**src/rtl/fll_boot_seq.sv**
```systemverilog
// fll_boot_seq: hardware boot sequencer for the FLL configuration bus.
// On start it writes CFG2/CFG1 of every enabled FLL, polls the status word
// until all enabled FLLs are locked, then writes the clock-mux select word.
// Every bus access uses a 4-phase req/ack handshake guarded by an ack timer.
module fll_boot_seq #(
    parameter int unsigned NR_FLLS      = 4,
    parameter int unsigned ADDR_WIDTH   = 4,
    parameter int unsigned DATA_WIDTH   = 32,
    parameter int unsigned POLL_GAP     = 16,
    parameter int unsigned LOCK_TIMEOUT = 1024,
    parameter int unsigned ACK_TIMEOUT  = 256
) (
    input  logic                  clk_i,
    input  logic                  rst_i,
    input  logic                  start_i,
    input  logic [NR_FLLS-1:0]    fll_en_i,
    input  logic [DATA_WIDTH-1:0] cfg1_i,
    input  logic [DATA_WIDTH-1:0] cfg2_i,
    input  logic [DATA_WIDTH-1:0] mux_sel_i,
    output logic                  busy_o,
    output logic                  done_o,
    output logic [1:0]            err_o,
    output logic [NR_FLLS-1:0]    lock_o,
    output logic                  req_o,
    output logic [ADDR_WIDTH-1:0] addr_o,
    output logic [DATA_WIDTH-1:0] wdata_o,
    output logic                  web_o,
    input  logic                  ack_i,
    input  logic [DATA_WIDTH-1:0] rdata_i
);

    localparam int unsigned IW = $clog2(NR_FLLS + 1);
    localparam int unsigned AW = $clog2(ACK_TIMEOUT + 1);
    localparam int unsigned PW = $clog2(LOCK_TIMEOUT + 1);
    localparam int unsigned GW = $clog2(POLL_GAP + 1);

    localparam logic [ADDR_WIDTH-1:0] A_STATUS = ADDR_WIDTH'(0);
    localparam logic [ADDR_WIDTH-1:0] A_MUX    = ADDR_WIDTH'(12);
    localparam logic [IW-1:0]         IDX_NONE = IW'(NR_FLLS);

    localparam logic [1:0] ERR_OK   = 2'd0;
    localparam logic [1:0] ERR_ACK  = 2'd1;
    localparam logic [1:0] ERR_LOCK = 2'd2;

    typedef enum logic [2:0] {
        S_IDLE,
        S_WR_CFG2,
        S_WR_CFG1,
        S_POLL_RD,
        S_POLL_WAIT,
        S_WR_MUX,
        S_DONE
    } state_t;

    // Handshake phase inside a bus-access state:
    // ISSUE waits for ack low then raises req, REQ waits for ack high,
    // REL waits for ack low after req has dropped.
    typedef enum logic [1:0] {
        P_ISSUE,
        P_REQ,
        P_REL
    } phase_t;

    state_t                r_state;
    phase_t                r_phase;
    logic [NR_FLLS-1:0]    r_en;
    logic [DATA_WIDTH-1:0] r_cfg1;
    logic [DATA_WIDTH-1:0] r_cfg2;
    logic [DATA_WIDTH-1:0] r_mux;
    logic [IW-1:0]         r_idx;
    logic [AW-1:0]         r_ack_cnt;
    logic [PW-1:0]         r_poll_cnt;
    logic [GW-1:0]         r_gap_cnt;
    logic                  r_locked;

    logic [IW-1:0]         w_first;
    logic [IW-1:0]         w_after;
    logic [ADDR_WIDTH-1:0] w_tx_addr;
    logic [DATA_WIDTH-1:0] w_tx_wdata;
    logic                  w_tx_web;
    logic                  w_ack_met;
    logic                  w_ack_expired;
    logic [NR_FLLS-1:0]    w_rd_lock;
    logic                  w_unused_rdata;

    // Lowest enabled FLL index at or above 'from'; IDX_NONE if there is none.
    // Lets disabled FLLs be skipped without spending any cycles on them.
    function automatic logic [IW-1:0] f_next(input logic [NR_FLLS-1:0] en,
                                             input logic [IW-1:0]      from);
        f_next = IDX_NONE;
        for (int unsigned k = 0; k < NR_FLLS; k++) begin
            if (f_next == IDX_NONE && en[k] && k >= 32'(from)) begin
                f_next = IW'(k);
            end
        end
    endfunction

    assign w_first        = f_next(fll_en_i, '0);
    assign w_after        = f_next(r_en, r_idx + IW'(1));
    assign w_rd_lock      = rdata_i[NR_FLLS-1:0] & r_en;
    assign w_ack_met      = (r_phase == P_REQ) ? ack_i : ~ack_i;
    assign w_ack_expired  = (r_ack_cnt == AW'(ACK_TIMEOUT - 1));
    assign w_unused_rdata = ^rdata_i[DATA_WIDTH-1:NR_FLLS];

    // Address, data and direction of the access belonging to the current state
    always_comb begin
        w_tx_addr  = A_STATUS;
        w_tx_wdata = wdata_o;
        w_tx_web   = 1'b1;
        case (r_state)
            S_WR_CFG2: begin
                w_tx_addr  = ADDR_WIDTH'(32'd3 + 32'(r_idx) * 32'd2);
                w_tx_wdata = r_cfg2;
                w_tx_web   = 1'b0;
            end
            S_WR_CFG1: begin
                w_tx_addr  = ADDR_WIDTH'(32'd4 + 32'(r_idx) * 32'd2);
                w_tx_wdata = r_cfg1;
                w_tx_web   = 1'b0;
            end
            S_WR_MUX: begin
                w_tx_addr  = A_MUX;
                w_tx_wdata = r_mux;
                w_tx_web   = 1'b0;
            end
            default: ;
        endcase
    end

    // Sequencer FSM with registered bus and status outputs
    always_ff @(posedge clk_i or posedge rst_i) begin
        if (rst_i) begin
            r_state    <= S_IDLE;
            r_phase    <= P_ISSUE;
            r_en       <= '0;
            r_cfg1     <= '0;
            r_cfg2     <= '0;
            r_mux      <= '0;
            r_idx      <= '0;
            r_ack_cnt  <= '0;
            r_poll_cnt <= '0;
            r_gap_cnt  <= '0;
            r_locked   <= 1'b0;
            busy_o     <= 1'b0;
            done_o     <= 1'b0;
            err_o      <= ERR_OK;
            lock_o     <= '0;
            req_o      <= 1'b0;
            addr_o     <= '0;
            wdata_o    <= '0;
            web_o      <= 1'b1;
        end else begin
            case (r_state)
                S_IDLE: begin
                    if (start_i) begin
                        r_en       <= fll_en_i;
                        r_cfg1     <= cfg1_i;
                        r_cfg2     <= cfg2_i;
                        r_mux      <= mux_sel_i;
                        r_poll_cnt <= '0;
                        r_ack_cnt  <= '0;
                        r_phase    <= P_ISSUE;
                        busy_o     <= 1'b1;
                        done_o     <= 1'b0;
                        err_o      <= ERR_OK;
                        if (w_first == IDX_NONE) begin
                            r_state <= S_WR_MUX;
                        end else begin
                            r_idx   <= w_first;
                            r_state <= S_WR_CFG2;
                        end
                    end
                end

                S_POLL_WAIT: begin
                    if (r_gap_cnt == GW'(POLL_GAP - 1)) begin
                        r_state   <= S_POLL_RD;
                        r_phase   <= P_ISSUE;
                        r_ack_cnt <= '0;
                    end else begin
                        r_gap_cnt <= r_gap_cnt + GW'(1);
                    end
                end

                S_DONE: begin
                    r_state <= S_IDLE;
                end

                default: begin
                    // One shared ack timer covers every wait of the handshake;
                    // it restarts whenever req rises or falls.
                    if (w_ack_met) begin
                        r_ack_cnt <= '0;
                        case (r_phase)
                            P_ISSUE: begin
                                req_o   <= 1'b1;
                                addr_o  <= w_tx_addr;
                                wdata_o <= w_tx_wdata;
                                web_o   <= w_tx_web;
                                r_phase <= P_REQ;
                            end
                            P_REQ: begin
                                req_o   <= 1'b0;
                                r_phase <= P_REL;
                                if (r_state == S_POLL_RD) begin
                                    lock_o   <= w_rd_lock;
                                    r_locked <= (w_rd_lock == r_en);
                                end
                            end
                            default: begin
                                r_phase <= P_ISSUE;
                                case (r_state)
                                    S_WR_CFG2: r_state <= S_WR_CFG1;
                                    S_WR_CFG1: begin
                                        if (w_after == IDX_NONE) begin
                                            r_state <= S_POLL_RD;
                                        end else begin
                                            r_idx   <= w_after;
                                            r_state <= S_WR_CFG2;
                                        end
                                    end
                                    S_POLL_RD: begin
                                        if (r_locked) begin
                                            r_state <= S_WR_MUX;
                                        end else if (r_poll_cnt == PW'(LOCK_TIMEOUT - 1)) begin
                                            r_poll_cnt <= r_poll_cnt + PW'(1);
                                            err_o      <= ERR_LOCK;
                                            busy_o     <= 1'b0;
                                            done_o     <= 1'b1;
                                            r_state    <= S_DONE;
                                        end else begin
                                            r_poll_cnt <= r_poll_cnt + PW'(1);
                                            r_gap_cnt  <= '0;
                                            r_state    <= S_POLL_WAIT;
                                        end
                                    end
                                    default: begin
                                        busy_o  <= 1'b0;
                                        done_o  <= 1'b1;
                                        r_state <= S_DONE;
                                    end
                                endcase
                            end
                        endcase
                    end else if (w_ack_expired) begin
                        req_o   <= 1'b0;
                        err_o   <= ERR_ACK;
                        busy_o  <= 1'b0;
                        done_o  <= 1'b1;
                        r_phase <= P_ISSUE;
                        r_state <= S_DONE;
                    end else begin
                        r_ack_cnt <= r_ack_cnt + AW'(1);
                    end
                end
            endcase
        end
    end

endmodule

```
**config.mk**
```make
export PLATFORM = sky130hd
export DESIGN_NAME = fll_boot_seq
export DESIGN_NICKNAME = d
export VERILOG_FILES = /design/src/rtl/fll_boot_seq.sv
export SDC_FILE = /design/constraint.sdc
export NUM_CORES = 1
export LEC_CHECK = 0
export ABC_AREA = 1
export BUFFER_PORTS_ARGS = -buffer_cell sky130_fd_sc_hd__buf_2
export CAP_MARGIN = 20
export CORE_ASPECT_RATIO = 0.6
export CORE_MARGIN = 1
export CORE_UTILIZATION = 46
export CTS_CLUSTER_DIAMETER = 30
export DETAILED_ROUTE_END_ITERATION = 8
export GPL_TIMING_DRIVEN = 0
export PLACE_DENSITY_LB_ADDON = 0.15
export SYNTH_ARGS = -nofsm -noshare
export SYNTH_HDL_FRONTEND = slang
export SYNTH_SLANG_ARGS = --single-unit
export TNS_END_PERCENT = 100
```
**constraint.sdc**
```tcl
create_clock -name clk_i -period 8.6 [get_ports clk_i]
set_input_delay 1.72 -clock clk_i [delete_from_list [all_inputs] [get_ports clk_i]]
set_output_delay 1.72 -clock clk_i [all_outputs]
set_load 0.01 [all_outputs]
```
[Word-level counts from Yosys, hierarchy flattened]
Index checks and enable logic that the tools add are counted.
Operators by class
  bitwise logic cells: 6
  magnitude comparators: 4
  reduce and logical (&&, ||, !) cells: 41
  equal/unequal tests: 39
  muxes and demuxes: 79
  $add $sub $neg: 6
Operators by type and width (count)
  case mux 32 bit (3 select lines): 1
  two-way mux 3 bit: 20
  two-way mux 11 bit: 5
  two-way mux 9 bit: 4
  == test 3 bit (second input constant): 11
  two-way mux 5 bit: 6
  AND reduction 7 bit: 4
  case mux 9 bit (3 select lines): 1
  two-way mux 2 bit: 13
  case mux 11 bit (2 select lines): 1
  AND reduction 4 bit: 5
  case mux 3 bit (3 select lines): 2
  two-way mux 1 bit: 15
  inequality test 2 x 1 -> 1 bit (second input constant): 6
  case mux 4 bit (3 select lines): 1
  nonzero test 2 bit: 6
  adder 11 x 1 -> 11 bit (second input constant): 1
  == test 11 x 10 -> 1 bit (second input constant): 1
  logical AND 1 bit: 10
  case mux 1 bit (2 select lines): 5
  case mux 5 bit (2 select lines): 1
  adder 9 x 1 -> 9 bit (second input constant): 1
  == test 9 x 8 -> 1 bit (second input constant): 1
  inequality test 3 x 1 -> 1 bit (second input constant): 3
  other kinds (31): 51
Word-level totals
  output and inout bits: 46
  register bits after elaboration: 180
  input port bits: 136

[Longest topological paths before layout]
Gate-level depths: netlist (run 1).
  depth after elaboration: 22
  depth in mapped cells: 15
  depth with buffers taken out: 15

[Worst setup path after synthesis (run 1)]
OpenSTA, ideal clock, no wires.
  path kind: input to register
  from: in ack_i
  to: reg wdata_o[12]
  stages: 9
  setup time: 0.123 ns
  buffers on the path: 3
  data required time: 8.477 ns
  slack: 5.540 ns
  data arrival time: 2.937 ns
  cell sequence: inv_1 ha_1 buf_2 nor2_2 nand2_2 a21oi_2 buf_4 buf_4 a21oi_1
On the way
  cells in the longest elaborated chain, start to end: 3
RTL lines
  start, declared: RTL line 28  | input logic ack_i,
  NOT 1 bit: RTL line 101  | assign w_ack_met = (r_phase == P_REQ) ? ack_i : ~ack_i;
  two-way mux 1 bit *: RTL line 101
  AND reduction 4 bit (no line) *
  end signal, assigned: RTL line 198  | wdata_o <= w_tx_wdata;
  end, declared: RTL line 26  | output logic [DATA_WIDTH-1:0] wdata_o,
Mark *: on every way between the ends. The rest lies on a longest branch, timed or not.
A chain may end at the register's enable or synchronous reset.

[Final worst setup path (run 1)]
  from: in ack_i
  to: reg wdata_o[18]
The elaborated chain is that of the path after synthesis.

==> results of run 1 <==
cell type report:
class                      count  area, um^2
tap                          234         293
fill                        1640        7450
sequential                   180        4510
clock inverter                14         136
timing repair buffer         154         793
inverter                     108         413
multi-input combinational    694        3200
clock buffer                  17         425
buffer                        45         241
power groups by stage:
stage	clock [mW]	combinational (mW)	sequential [mW]
6_report	0.756	1.57	1.44
3_3_place_gp	0	1.53	1.44
4_1_cts	0.767	1.57	1.44
2_1_floorplan	0	1.03	1.45
3_5_place_dp	0	1.56	1.45
5_1_grt	0.803	1.78	1.48
flip-flops by register name (all words and copies together), names as in the netlist, 2 cells and up:
signal / flops
r_cfg1: 32
r_cfg2: 32
r_mux: 32
wdata_o: 32
r_poll_cnt: 11
r_ack_cnt: 9
r_gap_cnt: 5
addr_o: 4
lock_o: 4
r_en: 4
r_idx: 3
r_state: 3
err_o: 2
r_phase: 2
worst reg2reg max path, cell delays in order, from the launching register on:
cell,delay (ns)
dfrtp_1,0.43
nor2_1,0.17
inv_1,0.09
ha_1,0.29
buf_2,0.20
nor2_2,0.13
nand2_2,0.15
a21oi_2,0.19
buf_4,0.22
buf_4,0.25
a21oi_1,0.10
cells in the mapped netlist:
| cell type | instances | area (um^2) |
|---|---|---|
| o21ai_1 | 4 | 20.0 |
| o221ai_1 | 2 | 17.5 |
| a221oi_1 | 1 | 8.76 |
| o21a_1 | 2 | 15.0 |
| buf_6 | 2 | 22.5 |
| clkbuf_1 | 14 | 52.6 |
| dfrtp_1 | 179 | 4480 |
| nand3_1 | 33 | 165 |
| nand4_1 | 18 | 113 |
| nor2_2 | 5 | 31.3 |
| a21oi_2 | 7 | 61.3 |
| or2_2 | 1 | 6.26 |
| buf_1 | 1 | 3.75 |
| o21ai_0 | 74 | 370 |
| a31oi_1 | 2 | 12.5 |
| buf_2 | 19 | 95.1 |
| a22oi_1 | 2 | 15.0 |
| nor3_2 | 2 | 20.0 |
| dfstp_2 | 1 | 26.3 |
| o22ai_1 | 21 | 131 |
| ha_1 | 10 | 125 |
| a21oi_1 | 69 | 345 |
| and3_1 | 7 | 43.8 |
| nor2_1 | 63 | 236 |
| inv_2 | 5 | 18.8 |
| nand2_1 | 350 | 1310 |
| nor3_1 | 9 | 45.0 |
| buf_4 | 9 | 67.6 |
| nand2_2 | 3 | 18.8 |
| xor2_1 | 5 | 43.8 |
| nor2_4 | 1 | 11.3 |
| o31ai_1 | 1 | 7.51 |
| xnor2_1 | 2 | 17.5 |
| inv_1 | 103 | 387 |
per-stage QoR:
stage | area, um^2 | power, mW | worst slack (ns) | TNS (ns) | cells
floorplan | 8350 | 2.48 | 1.99 | 0 | 1027
global placement | 9410 | 2.97 | -0.127 | -18.58 | 1414
detailed placement | 9440 | 3.01 | 5.08 | 0 | 1415
CTS | 10000 | 3.77 | 5.51 | 0 | 1446
global route | 10000 | 4.06 | 5.39 | 0 | 1446
finish | 10000 | 3.77 | 5.50 | 0 | 1446
kinds of logic (layout without fill, tap and decap cells):
family,count (synthesis),count (layout)
flops,180,180
xor+xnor,7,7
compound gates,185,185
simple gates,492,492
fa+ha+maj,10,10
buf+inv,153,338
final timing paths:
| kind | cells past startpoint | start | endpoint |
|---|---|---|---|
| max in group asynchronous | 3 | rst_i | r_cfg2[10]$_DFFE_PP0P_ |
| worst min register to register | 2 | err_o[1]$_DFFE_PP0P_ | err_o[1]$_DFFE_PP0P_ |
| worst max register to register | 10 | r_phase[1]$_DFFE_PP0P_ | wdata_o[18]$_DFFE_PP0P_ |
| worst min-delay path | 2 | err_o[1]$_DFFE_PP0P_ | err_o[1]$_DFFE_PP0P_ |
| worst max-delay path | 10 | ack_i | wdata_o[18]$_DFFE_PP0P_ |
| min in group asynchronous | 2 | rst_i | wdata_o[22]$_DFFE_PP0P_ |
per-layer routing:
layer | GRT usage | vias up | routed length, um
met5 | 0 | - | 0
met1 | 0.404 | 3466 | 11600
met2 | 0.356 | 304 | 9000
met3 | 0.0551 | 22 | 2020
met4 | 0.0516 | 0 | 218
li1 | - | 3629 | -
==> flow_metrics.tcl, run 1 <==
set metrics [dict create \
    status "finished clean" \
    end_kind "flop" \
    ff2ff_setup_slack_ns 6.26 \
    clk_latency_ns 0.42 \
    cts_setup_buffers 0 \
    grt_start_max_net_pins 131 \
    fmax_mhz 323 \
    synth-xor-area-share 0.00734 \
    synth_area_um2 8350 \
    worstSetupPathType "input port to flop" \
    p_sw_mw 1.62 \
    ys_seq_elements 180 \
    drt-initial-drc-count 551 \
    synth-compound-area-share 0.120 \
    dr.pass1.iters 5 \
    irDropWorstVdd_v 0.000145 \
    hp-class "flop to flop" \
    wl_mm 22.8 \
    synthCells 1027 \
    whs_ns 0.472 \
    initial_core_util 0.478 \
    postLayoutCoreUtil 0.573 \
    muxShareOfSynthArea 0 \
    crit_buf_inv 5 \
    finalNetCount 1346 \
    crit_arrival_ns 3.39 \
    path_delay_family "buffers and inverters" \
    maxSlewViolCount 0 \
    layout-drive-gt1-share 0.199 \
    required_ns 8.90 \
    vias_per_cell 5.13 \
    synth_cell_types 34 \
    ctsHoldBuffers 0 \
    clockPowerShare 0.200 \
    grt_pass1_vias 6904 \
    ys_seq_area_frac 0.540 \
    critPathLaunchType "input port" \
    clockRootBuffer "clkbuf_16" \
    vias 7421 \
    overflow 0 \
    io-pin-count 182 \
    cts-htree-levels 4 \
    route.detailed.drc 0 \
    cts_buffers 17 \
    synthSimpleGateAreaFrac 0.240 \
    cts_resized 0 \
    fin_worst_skew_ns 0.0115 \
    place.gp.congestion 0.912 \
    detailed_place_hpwl_mm 17.0 \
    fin_crit_sh 0.360 \
    fp.coreArea_um2 17500 \
    syn-num-nets 1173 \
    crit_slowest_cell "ha_1" \
    crit_chain "buf_2, inv_1, ha_1, buf_2, nor2_2, nand2_2, a21oi_2, buf_4, buf_4, a21oi_1" \
    min_period_ns 3.10 \
    rsz0062_at_grt "no" \
    cts.sinks 180 \
    die_area_um2 18700 \
    track_usage 0.256 \
    synth_top_family_by_area "simple AND/OR/NAND/NOR gates" \
    leakagePower_nw 5.24 \
    grt_pass1_wl_mm 36.7 \
    p_int_mw 2.16 \
    n_antenna_cell 0 \
    layout_commonest_cell "nand2_1" \
    setup_viol 0 \
    cp_max_fo 10 \
    tightest_slew_ns 0.654 \
    p_seq_frac 0.382 \
    hold_viol 0 \
    antenna_found_initial 0 \
    cts.clk_slew.worst_paths_ns 0.07 \
    combinationalPowerShare 0.417 \
    num_rows 37 \
    power.density_nw_per_um2 377 \
    cts_tree "yes" \
    cpPeakStageDelay_ns 0.29 \
    wl_per_cell_um 15.8 \
    syn2layout_area_growth_pct 19.8 \
    die_w_um 176 \
    port_buffers 153 \
    fp.dieH_um 106 \
    relSlewSlack 0.564 \
    maxCapViolCount 0 \
    layout_common_cells "350 x nand2_1, 179 x dfrtp_1, 172 x buf_2, 102 x inv_1, 74 x o21ai_0" \
    clock_path_buffers 2 \
    avgSynthCellArea_um2 8.13 \
    yosys_warnings 0 \
    yosys.area_share.adder 0.0150 \
    swShare 0.429 \
    final_antenna_net_count 0 \
]
Power figures use the tool's default switching activity.
==> run 2, diff against run 1 <==
--- a/config.mk
+++ b/config.mk
@@ -5,7 +5,7 @@
 export SDC_FILE = /design/constraint.sdc
 export NUM_CORES = 1
 export LEC_CHECK = 0
-export ABC_AREA = 1
+export ABC_AREA = 0
 export BUFFER_PORTS_ARGS = -buffer_cell sky130_fd_sc_hd__buf_2
 export CAP_MARGIN = 20
 export CORE_ASPECT_RATIO = 0.6
==> constraint.sdc (replaced) <==
create_clock -name clk_i -period 2.7 [get_ports clk_i]
set_input_delay 0.54 -clock clk_i [delete_from_list [all_inputs] [get_ports clk_i]]
set_output_delay 0.54 -clock clk_i [all_outputs]
set_load 0.01 [all_outputs]
==> run 2 against run 1 <==
Critical path depth is 2 lower. Synthesized cell count is 9.8% lower. Design area is 0.74% higher. Critical endpoint is now r_ack_cnt[7]$_DFFE_PP0P_.
==> flow_metrics.tcl, run 2 <==
set metrics [dict create \
    status "finished clean" \
    maxCapViolCount 0 \
    yosys-top-cells-area "dfrtp_1 54%, nand2_1 16%, o21ai_0 3.6%, a22o_1 3.5%, a21oi_1 2.8%" \
    synthCells 926 \
    die_area_um2 18600 \
    crit_path_frequent_cell "o21ai_0" \
    port_buffers 153 \
    synthTopCellsByCount "351 x nand2_1, 179 x dfrtp_1, 60 x o21ai_0" \
    initial_core_util 0.478 \
    vias 7270 \
    grt_util_met3 0.0604 \
    clock_path_buffers 2 \
    syn-num-nets 1072 \
    crit_buf_inv 2 \
    stdcell_area_um2 10100 \
    grt_use_met1 0.422 \
    io-pin-count 182 \
    cts-htree-levels 4 \
    cp_max_fo 10 \
    detailed_place_hpwl_mm 16.9 \
    tightest_slew_ns 1.12 \
    avgSynthCellArea_um2 8.98 \
    irDropWorstVdd_v 0.000476 \
    yosysMostFrequentCell "nand2_1" \
    final_antenna_net_count 0 \
    maxSlewViolCount 0 \
    cts_resized 0 \
    synth_top_area_cell "dfrtp_1" \
    layout_commonest_cell "nand2_1" \
    fin_crit_sh 0.928 \
    ys_seq_elements 180 \
    yosysTopAreaCellShare 0.539 \
    fmax_mhz 399 \
    ys_seq_area_frac 0.542 \
    grt_start_max_net_pins 37 \
    grt_pass1_vias 6766 \
    crit_slowest_cell "dfrtp_1" \
    multi_input_area_um2 3480 \
    wl_per_cell_um 17.3 \
    critPathLaunchType "flop" \
    rsz0062_at_grt "no" \
    cts.sinks 180 \
    syn2layout_area_growth_pct 21.2 \
    vias_per_cell 5.39 \
    fin_worst_skew_ns 0.0166 \
    fp.dieH_um 106 \
    fp.coreArea_um2 17400 \
    placedCellCount 1318 \
    wl_mm 23.3 \
    n_antenna_cell 0 \
    clk_latency_ns 0.44 \
    grt_pass1_wl_mm 37.1 \
    use_met2 0.348 \
    crit_chain "nand2b_1, ha_1, buf_2, clkbuf_1, o21ai_0, a31oi_1, o21ai_0, o41ai_1" \
    synth-main-ff-cell "dfrtp_1" \
    crit_arrival_ns 2.83 \
    seq_area_um2 4510 \
    dr.pass1.iters 5 \
    antenna_found_initial 0 \
    relSlewSlack 0.247 \
    min_period_ns 2.51 \
    cpPeakStageDelay_ns 0.46 \
    layout_common_cells "351 x nand2_1, 189 x buf_2, 179 x dfrtp_1, 60 x o21ai_0, 46 x a21oi_1" \
    power.density_nw_per_um2 1110 \
    synth_edf_count 0 \
    gr-max-usage-layer "met1" \
    postLayoutCoreUtil 0.579 \
    hold_viol 0 \
    async_flop_share 1.00 \
    path_delay_family "compound AO/OA/AOI/OAI gates" \
    synth_cell_types 67 \
    layout-drive-gt1-share 0.221 \
    ctsHoldBuffers 0 \
    worstSetupPathType "flop to flop" \
    cts.clk_slew.worst_paths_ns 0.08 \
    route.detailed.drc 0 \
    end_kind "flop" \
    cts_tree "yes" \
    cts_buffers 17 \
    cts_setup_buffers 0 \
    place.gp.congestion 0.909 \
    overflow 0 \
    num_rows 37 \
    instances_no_fill 1350 \
    fill_cells 1624 \
    finalNetCount 1249 \
    yosys_warnings 0 \
    track_usage 0.263 \
    synth_area_um2 8310 \
    hp-class "input port to asynchronous set/reset pin" \
    drt-initial-drc-count 668 \
    required_ns 3.03 \
    leakagePower_nw 5.19 \
    clockRootBuffer "clkbuf_16" \
    place_area_um2 9470 \
    setup_viol 0 \
    die_w_um 176 \
]
==> run 2: power by group <==
| group | leakage [nW] | switching (mW) | total (mW) | internal, mW |
|---|---|---|---|---|
| Clock | 0.293 | 1.23 | 2.50 | 1.27 |
| Sequential | 2.30 | 0.675 | 4.42 | 3.74 |
| Combinational | 2.59 | 2.65 | 4.25 | 1.60 |
==> run 2: area by class of cell <==
class	instances	share of cell area
repair buffers	158	0.0859
clock buffers	18	0.0436
clock inverters	14	0.0151
flip-flops and latches	180	0.447
plain buffers	57	0.0263
well taps	234	0.0291
multi-input cells	670	0.345
inverters	19	0.00745
==> run 2: routing by layer <==
metal / wire length, um / share of wire
met5: 0 / 0
met4: 274 / 0.012
met3: 1840 / 0.079
met2: 9310 / 0.40
met1: 11900 / 0.51
==> run 2: kinds of logic (layout without fill, tap and decap cells) <==
kind of cell    count (synthesis)  after routing  synth area share
fa+ha+maj                      10             10            0.0151
flops                         180            180             0.542
simple gates                  445            445             0.228
buf+inv                        76            266            0.0402
compound gates                203            203             0.161
mux                             6              6           0.00753
xor+xnor                        6              6           0.00632
==> run 2: path summary, 6_finish.rpt <==
kind                                   startpoint  slack [ns]                  endpoint  cells past startpoint
min reg2reg                     web_o$_DFFE_PP1P_        0.47         web_o$_DFFE_PP1P_                      2
max reg2reg                r_phase[1]$_DFFE_PP0P_        0.19  r_ack_cnt[7]$_DFFE_PP0P_                      8
min in group clk_i                  mux_sel_i[21]        0.28     r_mux[21]$_DFFE_PP0P_                      3
max                        r_phase[1]$_DFFE_PP0P_        0.19  r_ack_cnt[7]$_DFFE_PP0P_                      8
max in group asynchronous                   rst_i        1.31    r_cfg1[21]$_DFFE_PP0P_                      6
min                                         rst_i        0.16      r_mux[7]$_DFFE_PP0P_                      2
==> run 2: stage by stage <==
step	total power, mW	TNS, ns	hold WS, ns	worst slack, ns
2_1_floorplan	7.20	-26.45	0.437	-0.148
3_3_place_gp	8.54	-237.94	0.458	-1.35
3_5_place_dp	8.65	0	0.463	0.0272
4_1_cts	11.2	0	0.164	0.152
5_1_grt	12.0	0	0.182	0.0342
6_report	11.2	0	0.158	0.194
